==> src/rtl/seg7_pkg.sv <==
// seg7_pkg: glyph constants and hex decoder shared by the 7-segment display mux.
package seg7_pkg;
   localparam logic [6:0] SEG_BLANK = 7'b111_1111;
   localparam logic [6:0] GLYPH_0 = 7'b000_0001;
   localparam logic [6:0] GLYPH_1 = 7'b100_1111;
   localparam logic [6:0] GLYPH_2 = 7'b001_0010;
   localparam logic [6:0] GLYPH_3 = 7'b000_0110;
   localparam logic [6:0] GLYPH_4 = 7'b100_1100;
   localparam logic [6:0] GLYPH_5 = 7'b010_0100;
   localparam logic [6:0] GLYPH_6 = 7'b010_0000;
   localparam logic [6:0] GLYPH_7 = 7'b000_1111;
   localparam logic [6:0] GLYPH_8 = 7'b000_0000;
   localparam logic [6:0] GLYPH_9 = 7'b000_0100;
   localparam logic [6:0] GLYPH_A = 7'b000_1000;
   localparam logic [6:0] GLYPH_B = 7'b110_0000;
   localparam logic [6:0] GLYPH_C = 7'b011_0001;
   localparam logic [6:0] GLYPH_D = 7'b100_0010;
   localparam logic [6:0] GLYPH_E = 7'b011_0000;
   localparam logic [6:0] GLYPH_F = 7'b011_1000;

   // Bit 6 is segment a, bit 0 is segment g; 0 = segment on.
   function automatic logic [6:0] hex_to_seg(input logic [3:0] nibble);
      case (nibble)
         4'h0: return GLYPH_0;
         4'h1: return GLYPH_1;
         4'h2: return GLYPH_2;
         4'h3: return GLYPH_3;
         4'h4: return GLYPH_4;
         4'h5: return GLYPH_5;
         4'h6: return GLYPH_6;
         4'h7: return GLYPH_7;
         4'h8: return GLYPH_8;
         4'h9: return GLYPH_9;
         4'hA: return GLYPH_A;
         4'hB: return GLYPH_B;
         4'hC: return GLYPH_C;
         4'hD: return GLYPH_D;
         4'hE: return GLYPH_E;
         default: return GLYPH_F;
      endcase
   endfunction
endpackage

==> src/rtl/seg7_lz_mask.sv <==
// seg7_lz_mask: leading-zero suppress mask; digit 0 is never suppressed so zero still shows "0".
module seg7_lz_mask #(
   parameter int NUM_DIGITS = 4
) (
   input  logic [4*NUM_DIGITS-1:0] data_i,
   input  logic                    lz_blank_en_i,
   output logic [NUM_DIGITS-1:0]   suppress_o
);
   always_comb begin
      suppress_o = '0;
      for (int k = 1; k < NUM_DIGITS; k++)
         suppress_o[k] = lz_blank_en_i && ((data_i >> (4*k)) == '0);
   end
endmodule

==> src/rtl/seg_7_display_mux.sv <==
// seg_7_display_mux: multiplexed common-anode hex display driver with dead-time,
// per-digit dp/blank, leading-zero blanking and PWM brightness.
module seg_7_display_mux
   import seg7_pkg::*;
#(
   parameter int NUM_DIGITS  = 4,
   parameter int SLOT_CYCLES = 100_000,
   parameter int DEAD_CYCLES = 1_000,
   parameter int BRIGHT_W    = 3
) (
   input  logic                    clk_100MHz,
   input  logic                    reset_n,
   input  logic                    load,
   input  logic [4*NUM_DIGITS-1:0] data_in,
   input  logic [NUM_DIGITS-1:0]   dp_in,
   input  logic [NUM_DIGITS-1:0]   blank_in,
   input  logic                    lz_blank_en,
   input  logic [BRIGHT_W-1:0]     brightness,
   output logic [0:6]              seg,
   output logic                    dp,
   output logic [NUM_DIGITS-1:0]   digit,
   output logic                    frame_tick
);
   localparam int TW = SLOT_CYCLES > 1 ? $clog2(SLOT_CYCLES) : 1;
   localparam int SW = $clog2(NUM_DIGITS);

   logic [TW-1:0]           slot_timer_q, slot_timer_d;
   logic [SW-1:0]           digit_sel_q, digit_sel_d;
   logic [BRIGHT_W-1:0]     pwm_cnt_q, brightness_q, brightness_d;
   logic [4*NUM_DIGITS-1:0] data_q, data_d;
   logic [NUM_DIGITS-1:0]   dp_q, dp_d, blank_q, blank_d, suppress, digit_d;
   logic [6:0]              seg_d;
   logic                    dp_o_d, frame_d, slot_end, lit;
   logic [3:0]              nibble;

   seg7_lz_mask #(.NUM_DIGITS(NUM_DIGITS)) u_lz_mask (
      .data_i        (data_q),
      .lz_blank_en_i (lz_blank_en),
      .suppress_o    (suppress)
   );

   always_comb begin
      slot_end     = slot_timer_q == TW'(SLOT_CYCLES - 1);
      slot_timer_d = slot_end ? '0 : slot_timer_q + 1'b1;
      digit_sel_d  = !slot_end ? digit_sel_q :
                     digit_sel_q == SW'(NUM_DIGITS - 1) ? '0 : digit_sel_q + 1'b1;
      // Brightness only changes on a slot boundary so a duty change never chops a slot.
      brightness_d = slot_timer_q == '0 ? brightness : brightness_q;
      data_d       = load ? data_in : data_q;
      dp_d         = load ? dp_in : dp_q;
      blank_d      = load ? blank_in : blank_q;
      nibble       = 4'(data_q >> {digit_sel_q, 2'b00});
      lit          = slot_timer_q >= TW'(DEAD_CYCLES) && pwm_cnt_q <= brightness_q &&
                     !blank_q[digit_sel_q] && !suppress[digit_sel_q];
      digit_d      = lit ? ~(NUM_DIGITS'(1) << digit_sel_q) : '1;
      seg_d        = lit ? hex_to_seg(nibble) : SEG_BLANK;
      dp_o_d       = lit ? ~dp_q[digit_sel_q] : 1'b1;
      frame_d      = slot_end && digit_sel_q == SW'(NUM_DIGITS - 1);
   end

   always_ff @(posedge clk_100MHz or negedge reset_n) begin
      if (!reset_n) begin
         slot_timer_q <= '0;
         digit_sel_q  <= '0;
         pwm_cnt_q    <= '0;
         brightness_q <= '0;
         data_q       <= '0;
         dp_q         <= '0;
         blank_q      <= '0;
         digit        <= '1;
         seg          <= SEG_BLANK;
         dp           <= 1'b1;
         frame_tick   <= 1'b0;
      end else begin
         slot_timer_q <= slot_timer_d;
         digit_sel_q  <= digit_sel_d;
         pwm_cnt_q    <= pwm_cnt_q + 1'b1;
         brightness_q <= brightness_d;
         data_q       <= data_d;
         dp_q         <= dp_d;
         blank_q      <= blank_d;
         digit        <= digit_d;
         seg          <= seg_d;
         dp           <= dp_o_d;
         frame_tick   <= frame_d;
      end
   end
endmodule

==> config.mk <==
export PLATFORM = sky130hd
export DESIGN_NAME = seg_7_display_mux
export DESIGN_NICKNAME = d
export VERILOG_FILES = /design/src/rtl/seg7_pkg.sv /design/src/rtl/seg7_lz_mask.sv /design/src/rtl/seg_7_display_mux.sv
export SDC_FILE = /design/constraint.sdc
export NUM_CORES = 1
export LEC_CHECK = 0
export BUFFER_PORTS_ARGS = -buffer_cell sky130_fd_sc_hd__buf_2
export CAP_MARGIN = 25
export CORE_ASPECT_RATIO = 1.4
export CORE_UTILIZATION = 53
export CTS_BUF_LIST = sky130_fd_sc_hd__clkbuf_4 sky130_fd_sc_hd__clkbuf_8
export DETAILED_ROUTE_END_ITERATION = 8
export PLACE_DENSITY = 0.78
export SLEW_MARGIN = 20
export SYNTH_ARGS = -nofsm -noshare
export SYNTH_HDL_FRONTEND = slang
export SYNTH_HIERARCHICAL = 1
export SYNTH_SLANG_ARGS = --single-unit
export TNS_END_PERCENT = 1
==> constraint.sdc <==
create_clock -name clk_100MHz -period 2 [get_ports clk_100MHz]
set_input_delay 0.2 -clock clk_100MHz [delete_from_list [all_inputs] [get_ports clk_100MHz]]
set_output_delay 0.2 -clock clk_100MHz [all_outputs]
set_load 0.01 [all_outputs]
Yosys cells after proc, flatten, opt, wreduce, memory -nomap -nowiden
Memories as Yosys holds them, arrays and structs flattened.
Cells that the tools add are included.
{ "totals": {"register_bits": 62, "latchBits": 0, "ram_bits": 0, "mem_bits_ro": 112, "inputBits": 31, "output_inout_bits": 13, "word_cells": 48, "mem_count": 1} }
{ "op_classes": {"addsub": 3, "multipliers": 0, "div": 0, "magnitude_cmp": 3, "eq_ne": 2, "n_shift": 2, "n_mux": 11, "bitwise": 2, "n_reduce_logical": 13} }
{ "mem_list": {"columns": ["memory", "depth", "width", "rd", "rd_clocked_by_memory_dff", "wr", "line", "text"], "rows": [
  ["(no name shown)", 16, 7, 1, 0, 0, "seg7_pkg.sv:23", "case (nibble)"]
]} }
{ "op_table": {"columns": ["operator", "n"], "rows": [
  ["$logic_not 16->1", 3],
  ["$add 17x1->17 const B", 1],
  ["$eq 17x17->1 const B", 1],
  ["$ge 17x10->1 const B", 1],
  ["$logic_not 17->1", 1],
  ["$mux 17", 1],
  ["$shr 16x4->4", 1],
  ["$logic_and 1x1->1", 7],
  ["$mux 7", 1],
  ["$bmux 1 s2", 3],
  ["$mux 1", 4],
  ["$mux 4", 1],
  ["$not 4->4", 1],
  ["$shl 1x2->4 const A", 1],
  ["$add 3x1->3 const B", 1],
  ["$le 3x3->1", 1],
  ["$lt 2x3->1 const B", 1],
  ["$add 2x1->2 const B", 1],
  ["$eq 2x2->1 const B", 1],
  ["$logic_not 1->1", 2],
  ["$mux 2", 1],
  ["$not 1->1", 1]
]} }

Logic depth before layout (Yosys ltp)
Gate-level depths: netlist of the first run.
{ "depth": {"depth_word": 7, "depth_mapped": 7, "ltp_nobuf": 6} }

Modules after synthesis
Netlist of the first run, hierarchy kept.
{ "by_module_without_submodules": {"columns": ["mod", "n_inst", "cells_per_inst", "area_each_um2", "seq_area_each_um2"], "rows": [
  ["seg_7_display_mux", 1, 233, 2972.9, 1566.5],
  ["seg7_lz_mask", 1, 8, 57.6, 0.0]
]} }

Least setup slack after synthesis of the first run
No wires, ideal clock.
{ "synth_path": {"path_kind": "flip-flop to flip-flop", "from": "reg slot_timer_q[11]", "to": "reg brightness_q[0]", "setup_ps": 125, "arrival_ps": 2102, "required_time_ps": 1875, "setup_slack_ps": -227, "stages_incl_launch_ff": 6, "n_path_buf": 1, "synth_period_minus_slack_ps": 2227, "path_cell_list": "dfrtp_1 or4_1 buf_2 or4_4 nor4_4 mux2_2"} }
{ "synth_via": {"elab_chain_len": 1} }
{ "synth_lines": {"columns": ["element", "line", "text"], "rows": [
  ["from (decl)", "seg_7_display_mux.sv:27", "logic [TW-1:0] slot_timer_q, slot_timer_d;"],
  ["from (signal assigned)", "seg_7_display_mux.sv:75", "slot_timer_q <= slot_timer_d;"],
  ["$logic_not 17->1", "seg_7_display_mux.sv:48", "brightness_d = slot_timer_q == '0 ? brightness : brightness_q;"],
  ["to (signal assigned)", "seg_7_display_mux.sv:78", "brightness_q <= brightness_d;"],
  ["to (decl)", "seg_7_display_mux.sv:29", "logic [BRIGHT_W-1:0] pwm_cnt_q, brightness_q, brightness_d;"]
]} }
Every way passes these cells.
A chain may end at the register's enable or synchronous reset.

Worst setup path in the final report of the first run
{ "layout_path": {"from": "reg slot_timer_q[12]", "to": "reg brightness_q[0]"} }
Same word-level chain as after synthesis.

==> results by stage, run 1 <==
Status:
- The run finished, with violations left.
- The checks that failed: setup timing.

Drt:
- Dividing the detail-routed wire length by the instance count gives 14.9 um.
- The number of DRC markers after the initial detailed-route iteration is 69.
- Dividing the detail-routed via count by the number of cells gives 5.41.
- The iteration count of the initial detailed-routing pass is 4.
- Summed over all layers, the routed wires come to roughly 5.9 mm.
- Across all layers, the routed design uses 2,138 vias.
- The number of remaining DRC errors is 0.
- In this run the remaining antenna-violating nets after routing total 0.

Global route:
- The fraction of met3 tracks used by global routing is 5.15%.
- Global routing used between 30% and 40% of the available met2 tracks.
- For this run the aggregate overflow at the end of global routing stands at 0.
- After global routing, the most crowded layer is met2.
- For met1 alone, demand over resource in global routing was around 28%.
- The first global-routing pass estimated between 10 and 15 mm of wire.
- Entering global routing, the biggest net connects 33 pins.
- The via count of the first global-routing pass is 2,277.
- The global-route total usage across every layer is 22.8%.
- The initial antenna violation count is 0.

Clocking:
- Buffers inserted during clock tree synthesis total 9.
- The count of clock tree sinks is 62.
- The longest clock path from root to sink contains 2 buffers.
- The H-tree was split into 3 levels.
- The latest clock arrival within the worst-skew pair is ~340 ps.
- The clock tree from TritonCTS is built.
- The clock slew seen by the registers of the worst setup and hold paths is approximately 70 ps.
- The root cell of the clock tree is clkbuf_8.

Power:
- The largest vdd supply drop is just under 0.5 mV.
- Summing internal, switching and leakage power gives about 2.7 mW.
- The leakage power figure is between 1.5 and 2 nW.
- In this run the power density over the cells is approximately 700 nW/um2.

Placement:
- At the end of routability-driven placement, the weighted congestion stood at approximately 0.78.
- Input and output buffers added on the ports amount to 43.
- The instance area at placement is 3570 um2.
- The HPWL after detailed placement is roughly 4.5 mm.
- The placed instance count is roughly 380.
- Timing analysis after detailed placement gives a worst setup slack of -229 ps.

Hold path:
- The class of the most critical hold timing path is in2reg.

Setup path:
- Data on the critical path is required at its endpoint by about 2200 ps.
- The slack of the worst reg-to-reg path is -130 ps.
- STA classifies the critical path startpoint as a flop.
- The kind of capture point of the worst setup path is a flop.
- By startpoint and endpoint, the worst setup path is classified as reg2reg.
- STA puts the critical path data arrival time at around 2400 ps.
- The top fanout value on the critical path is 3.

Synth:
- The fraction of the yosys area taken by sequential cells is around 52%.
- Ranked by total cell area, the synthesized netlist is headed by dfrtp_1 (41%), mux2_2 (11%), dfstp_2 (10%).
- The flip-flop and latch count after synthesis is 62.
- The area share of the largest cell type after synthesis is 41.3%.
- The number of different library cells used by synthesis comes to 46.
- Yosys mapped a number of flops with a built-in enable equal to 0.
- Among all flip-flop cells after synthesis, the most frequent one is dfrtp_1.
- Dividing the synthesized area by the synthesized cell count gives 12.6 um2.
- The netlist area before placement is 3030 um2.
- When the netlist entered floorplanning its net count stood at approximately 290.
- Synthesis produced a netlist whose cell count is between 200 and 250.
- Yosys printed 6 warnings.
- dfrtp_1 takes more of the synthesized area than any other cell.
- The async set-or-reset flop fraction in the synthesized netlist is 100%.

Timing:
- For the final database, setup skew stands at 12.9 ps.
- Setup slack on the critical path of the routed design comes to -130 ps.
- Setup violations remaining at the end of the flow were counted as 15.
- The worst hold margin is slightly below 90 ps.
- Setup repair after global routing could not meet its margin everywhere.
- The final period utilization is 107%.
- The headroom to the max-slew limit is between 50% and 60%.
- The max-slew violation count is 0.
- The transition time of the tightest slew-check pin is 717 ps.
- Derived from the worst setup path, the maximum achievable clock frequency is between 400 and 500 MHz.
- The minimum clock period after layout is between 2000 and 2500 ps.
- The number of hold violations in the final report is 0.

Die:
- The number of standard-cell rows in the floorplan is 32.
- The floorplan die width is 65.9 um.
- The initial standard-cell utilization of the core is 54.8%.
- The core region is approximately 5500 um2.
- The die height is about 91 um.
- 44 I/O pins were placed.
- The die covers about 6000 um2.

Finish:
- The most common cell after layout, fill and taps aside is dfrtp_1.
- The net count of the finished layout is between 300 and 400.
- The finished cells cover 3830 um2.
- The count of cells in the finished layout, fillers not included, comes to just under 400.
- The area growth from synthesis to layout is 26.3%.
- In the layout the commonest cells are dfrtp_1 (50), buf_2 (43), buf_4 (33).
- In the final layout, the share of cells above drive strength 1 is 46.8%.
- The number of antenna repair diodes is 0.

Run:
- The max-cap violation count is 0.
## area by class of cell
cell class                      count  area, um2
Fill cell                         405       1700
Tap cell                           68       85.1
Timing Repair Buffer               79        504
Clock buffer                       11        139
Sequential cell                    62       1570
Clock inverter                      5       50.0
Multi-Input combinational cell    159       1440
Inverter                           11       41.3
## sequential cells by signal (all words and copies together) (netlist names), 3 cells and up
signal        count
slot_timer_q     17
seg               7
blank_q           4
dp_q              4
pwm_cnt_q         3
brightness_q      3
digit             4
data_q           16
## power by group
group	switching [mW]	leakage, nW	internal [mW]
clock network	0.466	0.104	0.594
registers	0.0316	0.745	1.31
logic	0.128	0.895	0.152
total	0.625	1.74	2.05
## per-stage QoR
| stage | util, % | TNS (ps) |
|---|---|---|
| 4_1_cts | 68.7 | -1160 |
| 3_3_place_gp | 64.7 | -1920 |
| 3_5_place_dp | 64.7 | -2840 |
| 2_1_floorplan | - | -1880 |
| 6_report | 69.3 | -1490 |
| 5_1_grt | 69.3 | -2820 |
## final timing paths
check,start,cells after the start,end
max,slot_timer_q[12],4,brightness_q[0]
min,brightness[1],2,brightness_q[1]
max reg2reg,slot_timer_q[12],4,brightness_q[0]
min reg2reg,pwm_cnt_q[0],1,pwm_cnt_q[0]
max in group asynchronous,reset_n,3,dp_q[2]
min in group asynchronous,reset_n,2,slot_timer_q[10]
## synth_stat cells, types with 2 or more instances
cell type	n
o221ai_1	2
buf_2	4
and4_1	2
mux2i_1	6
dfstp_2	12
mux2_2	29
nand2_1	13
xor2_1	5
nand2b_1	2
inv_1	11
nand3_1	11
nor2_1	16
ha_1	16
nand4_1	4
o211ai_1	3
dfrtp_1	50
xnor2_1	9
nor3_1	4
mux4_2	6
nor4_2	2
clkbuf_1	5
or4_1	3
o41ai_1	2
and2_1	2
## worst max-delay path, stage by stage, from the launching register on
cell	delay [ps]
dfrtp_1	380
or4_4	550
or4_4	450
nor4_4	290
mux2_4	340
## logic make-up (layout without fill, tap and decap cells)
| kind of cell | count (synthesis) | after routing | share of synthesized area, % |
|---|---|---|---|
| muxes | 41 | 41 | 17.2 |
| and+or+nand+nor | 71 | 71 | 13.5 |
| AOI/OAI and AO/OA | 15 | 16 | 3.92 |
| buffers and inverters | 21 | 106 | 2.89 |
| adders and majority gates | 16 | 16 | 6.61 |
| xor gates and xnor gates | 14 | 14 | 4.05 |
| other | 1 | 1 | 0.124 |
| DFF | 62 | 62 | 51.7 |
## per-layer routing
metal  vias to the layer above  wire [um]  share of wire (%)
met1                      1053       2500                 42
met3                        11        219                3.7
li1                       1029          -                  -
met5                         -          0                  0
met4                         0        122                2.1
met2                        45       3060                 52
## repair_timing
action                                  in CTS  in global routing
gates resized for setup                      6                  3
endpoints found under the setup margin      17                 17
buffers inserted                             0                  0
hold buffers                                 1                  0
cloned                                       0                  1
endpoints found under the hold margin       18                  0
pin swaps                                    3                  2
Note: power is estimated with default switching activity, not from simulation.
==> run 2, diff against run 1 <==
--- a/config.mk
+++ b/config.mk
@@ -12,6 +12,7 @@
 export CTS_BUF_LIST = sky130_fd_sc_hd__clkbuf_4 sky130_fd_sc_hd__clkbuf_8
 export DETAILED_ROUTE_END_ITERATION = 8
 export PLACE_DENSITY = 0.78
+export SETUP_SLACK_MARGIN = 0.05
 export SLEW_MARGIN = 20
 export SYNTH_ARGS = -nofsm -noshare
 export SYNTH_HDL_FRONTEND = slang
==> constraint.sdc (replaced) <==
create_clock -name clk_100MHz -period 2 [get_ports clk_100MHz]
set_input_delay 0.3 -clock clk_100MHz [delete_from_list [all_inputs] [get_ports clk_100MHz]]
set_output_delay 0.3 -clock clk_100MHz [all_outputs]
set_load 0.01 [all_outputs]
==> run 2 against run 1 <==
The run still ends with setup timing left. Die area unchanged. Utilization grew 0.86 points. First-iteration DRC count is 17% higher. Sequential share of layout area shrank 0.50 points.
==> results by stage, run 2 (same netlist as run 1, synthesis figures left out) <==
Power:
- The leakage power figure is roughly 1.8 nW.
- The largest vdd supply drop is between 0.5 and 0.6 mV.
- The completed layout was analyzed and its total power is between 2 and 3 mW.
- The power density over the cells is between 700 and 800 nW/um2.

Setup path:
- For the worst flop-to-flop path, the logic depth is 5.
- STA classifies the critical path startpoint as a flop.
- On the worst path, the slowest cell contributes a delay of around 550 ps.
- The critical path's slowest cell is or4_4.
- The startpoint identified for the worst register-to-register timing path is slot_timer_q[12].
- In this run the register-to-register setup slack is -110 ps.
- Data arrives at the worst endpoint at around 2300 ps.
- Traced cell by cell, the critical path runs through or4_4 > or4_4 > nor4_4 > buf_4 > mux2_4.
- The top fanout value on the critical path is 3.
- STA classifies the critical path endpoint as a flop.
- Among the stages of the critical path, the cell type that occurs most often is or4_4.
- The endpoint of the most critical register-to-register path is brightness_q[2].
- The critical setup path kind is reg2reg.
- At the worst endpoint, the required time is 2220 ps.

Finish:
- In the final design database the tool counted 370 nets.
- The number of antenna repair diodes is 0.
- Relative to the synthesized area, the layout overhead comes to 27.9%.
- Leaving out fill and tap cells, the most frequent cell in the layout is dfrtp_1.
- The fraction of final layout cells sized beyond drive strength 1 is a little under half.
- The library cells used most frequently in the layout, excluding fill and tap cells, are dfrtp_1 (50), buf_2 (43), buf_4 (33).
- In the final layout, the registers with the most flip-flops are slot_timer_q (17), data_q (16), seg (7).
- Counting the fill cells in the layout gives roughly 400.
- Ranked by flip-flop count, first place goes to slot_timer_q.
- The flip-flop count of the largest register, all copies and words added is 17.
- The finished layout holds ~400 standard cells, fillers aside.

Timing:
- The final critical path takes up 106% of the cycle.
- The headroom to the max-slew limit is around three fifths.
- The number of hold violations in the final report is 0.
- The worst setup slack after layout is -112 ps.
- The sum of negative setup slack is -1350 ps.
- The post-route clock skew is approximately 11 ps.
- The count of endpoints failing setup in the final report is 15.
- The transition time of the tightest slew-check pin is 607 ps.
- After layout, the minimum clock period comes to about 2100 ps.
- The max-slew violation count is 0.
- The highest attainable clock frequency is between 400 and 500 MHz.
- Hold is met by approximately 190 ps.
- Setup repair after global routing could not meet its margin everywhere.

Drt:
- The routed design has between 6 and 7 mm of wire.
- The via density per instance is between 5 and 6.
- The number of antenna-violating nets in the routed design is 0.
- The via total after detailed routing is roughly 2.1k.
- After detailed routing, the average wire length per cell comes to around 16 um.
- For this run, design rule violations remaining after detail routing come to 0.
- The number of DRC markers after the initial detailed-route iteration is 81.
- The iteration count of the initial detailed-routing pass is 4.

Hold path:
- The beginning of the worst hold path is data_in[11].
- The class of the most critical hold timing path is in2reg.
- The path with the worst hold slack has its endpoint at data_q[11].
- The number of stages on the worst hold path is 2.

Die:
- From left edge to right edge, the die measures approximately 66 um.
- The floorplan step defined a die boundary enclosing approximately 6000 um2.
- From bottom edge to top edge, the die measures roughly 91 um.
- During I/O placement, the number of pins put on the boundary was 44.
- The number of standard-cell rows in the floorplan is 32.
- For this configuration, the core starts out at a cell density of 54.8%.
- The placeable core area is approximately 5500 um2.

Run:
- The max-cap violation count is 0.

Global route:
- The via count of the first global-routing pass is about 2.2k.
- The global-route total usage across every layer is a little under a quarter.
- The first global-routing pass estimated approximately 10 mm of wire.
- The initial antenna violation count was 0.
- The largest net degree at the start of global routing is 29.
- The total global routing overflow is 0.

Placement:
- At the placement stage, the worst setup path has a slack of -242 ps.
- Including well taps, the total number of placed cells is between 300 and 400.
- After legalization and detailed placement, the total HPWL measured roughly 4.5 mm.
- The count of port buffers added during placement is 43.
- The congestion estimate from routability-driven global placement came to between 0.7 and 0.8.

Clocking:
- The number of buffers on the longest clock path is 2.
- Clock tree synthesis selected as its root buffer the cell clkbuf_8.
- The depth of the CTS H-tree is 3.
- The clock buffer count from CTS is 9.
- The clock slew seen by the registers of the worst setup and hold paths is about 70 ps.
- The count of clock tree sinks is 62.
- For the worst-skew pair, the clock arrives at the later sink with an insertion delay of 340 ps.
- The clock tree from TritonCTS is built.

Status:
- The run finished, with violations left.
- The checks that failed: setup timing.
run 2: per-layer routing:
metal | GRT usage [%] | wire, um | share of wire [%]
met5 | 0 | 0 | 0
met4 | 15.6 | 206 | 3.3
met3 | 6.41 | 260 | 4.2
met2 | 35.4 | 3070 | 50
met1 | 27.8 | 2620 | 43
run 2: area by class of cell:
class                      instances  area (um2)  area share, %
clock buffer                      13         160           4.13
tap                               68        85.1           2.20
clock inverter                     3        67.6           1.74
timing repair buffer              80         515           13.3
multi-input combinational        159        1440           37.1
sequential                        62        1570           40.4
inverter                          11        41.3           1.07
run 2: critical path: cells and delay by family (launching register included):
kind	cells	cell delay [ps]
simple gates	3	1150
flops	1	380
mux	1	300
buf+inv	1	170
run 2: where the power goes:
group	internal [mW]	total, mW	switching, mW
clock	0.778	1.25	0.473
combinational	0.155	0.290	0.135
sequential	1.31	1.34	0.0311
total	2.24	2.88	0.639
run 2: what timing repair did:
action	4_1_cts	5_1_grt
endpoints found under the setup margin	18	18
gates resized for setup	7	3
hold buffers	1	0
buffers inserted	0	0
cloned	0	1
hold endpoints to repair	14	0
pin swaps	3	5
run 2: how the worst max path moves through the flow:
| stage | slack (ps) | depth (start not counted) | to | startpoint |
|---|---|---|---|---|
| 2_1_floorplan | -170 | 5 | brightness_q[0] | slot_timer_q[11] |
| 3_3_place_gp | -170 | 6 | seg[5] | data_q[12] |
| 3_5_place_dp | -240 | 6 | seg[1] | data_q[12] |
| 4_1_cts | -110 | 5 | brightness_q[0] | slot_timer_q[11] |
| 5_1_grt | -190 | 6 | seg[2] | data_q[10] |
| 6_report | -110 | 5 | brightness_q[2] | slot_timer_q[12] |
run 2: through the flow:
step | util [%] | area (um2)
after floorplan | - | 3040
after global placement | 64.8 | 3580
after detailed placement | 64.8 | 3580
after CTS | 69.7 | 3850
after global routing | 70.1 | 3870
final | 70.1 | 3870
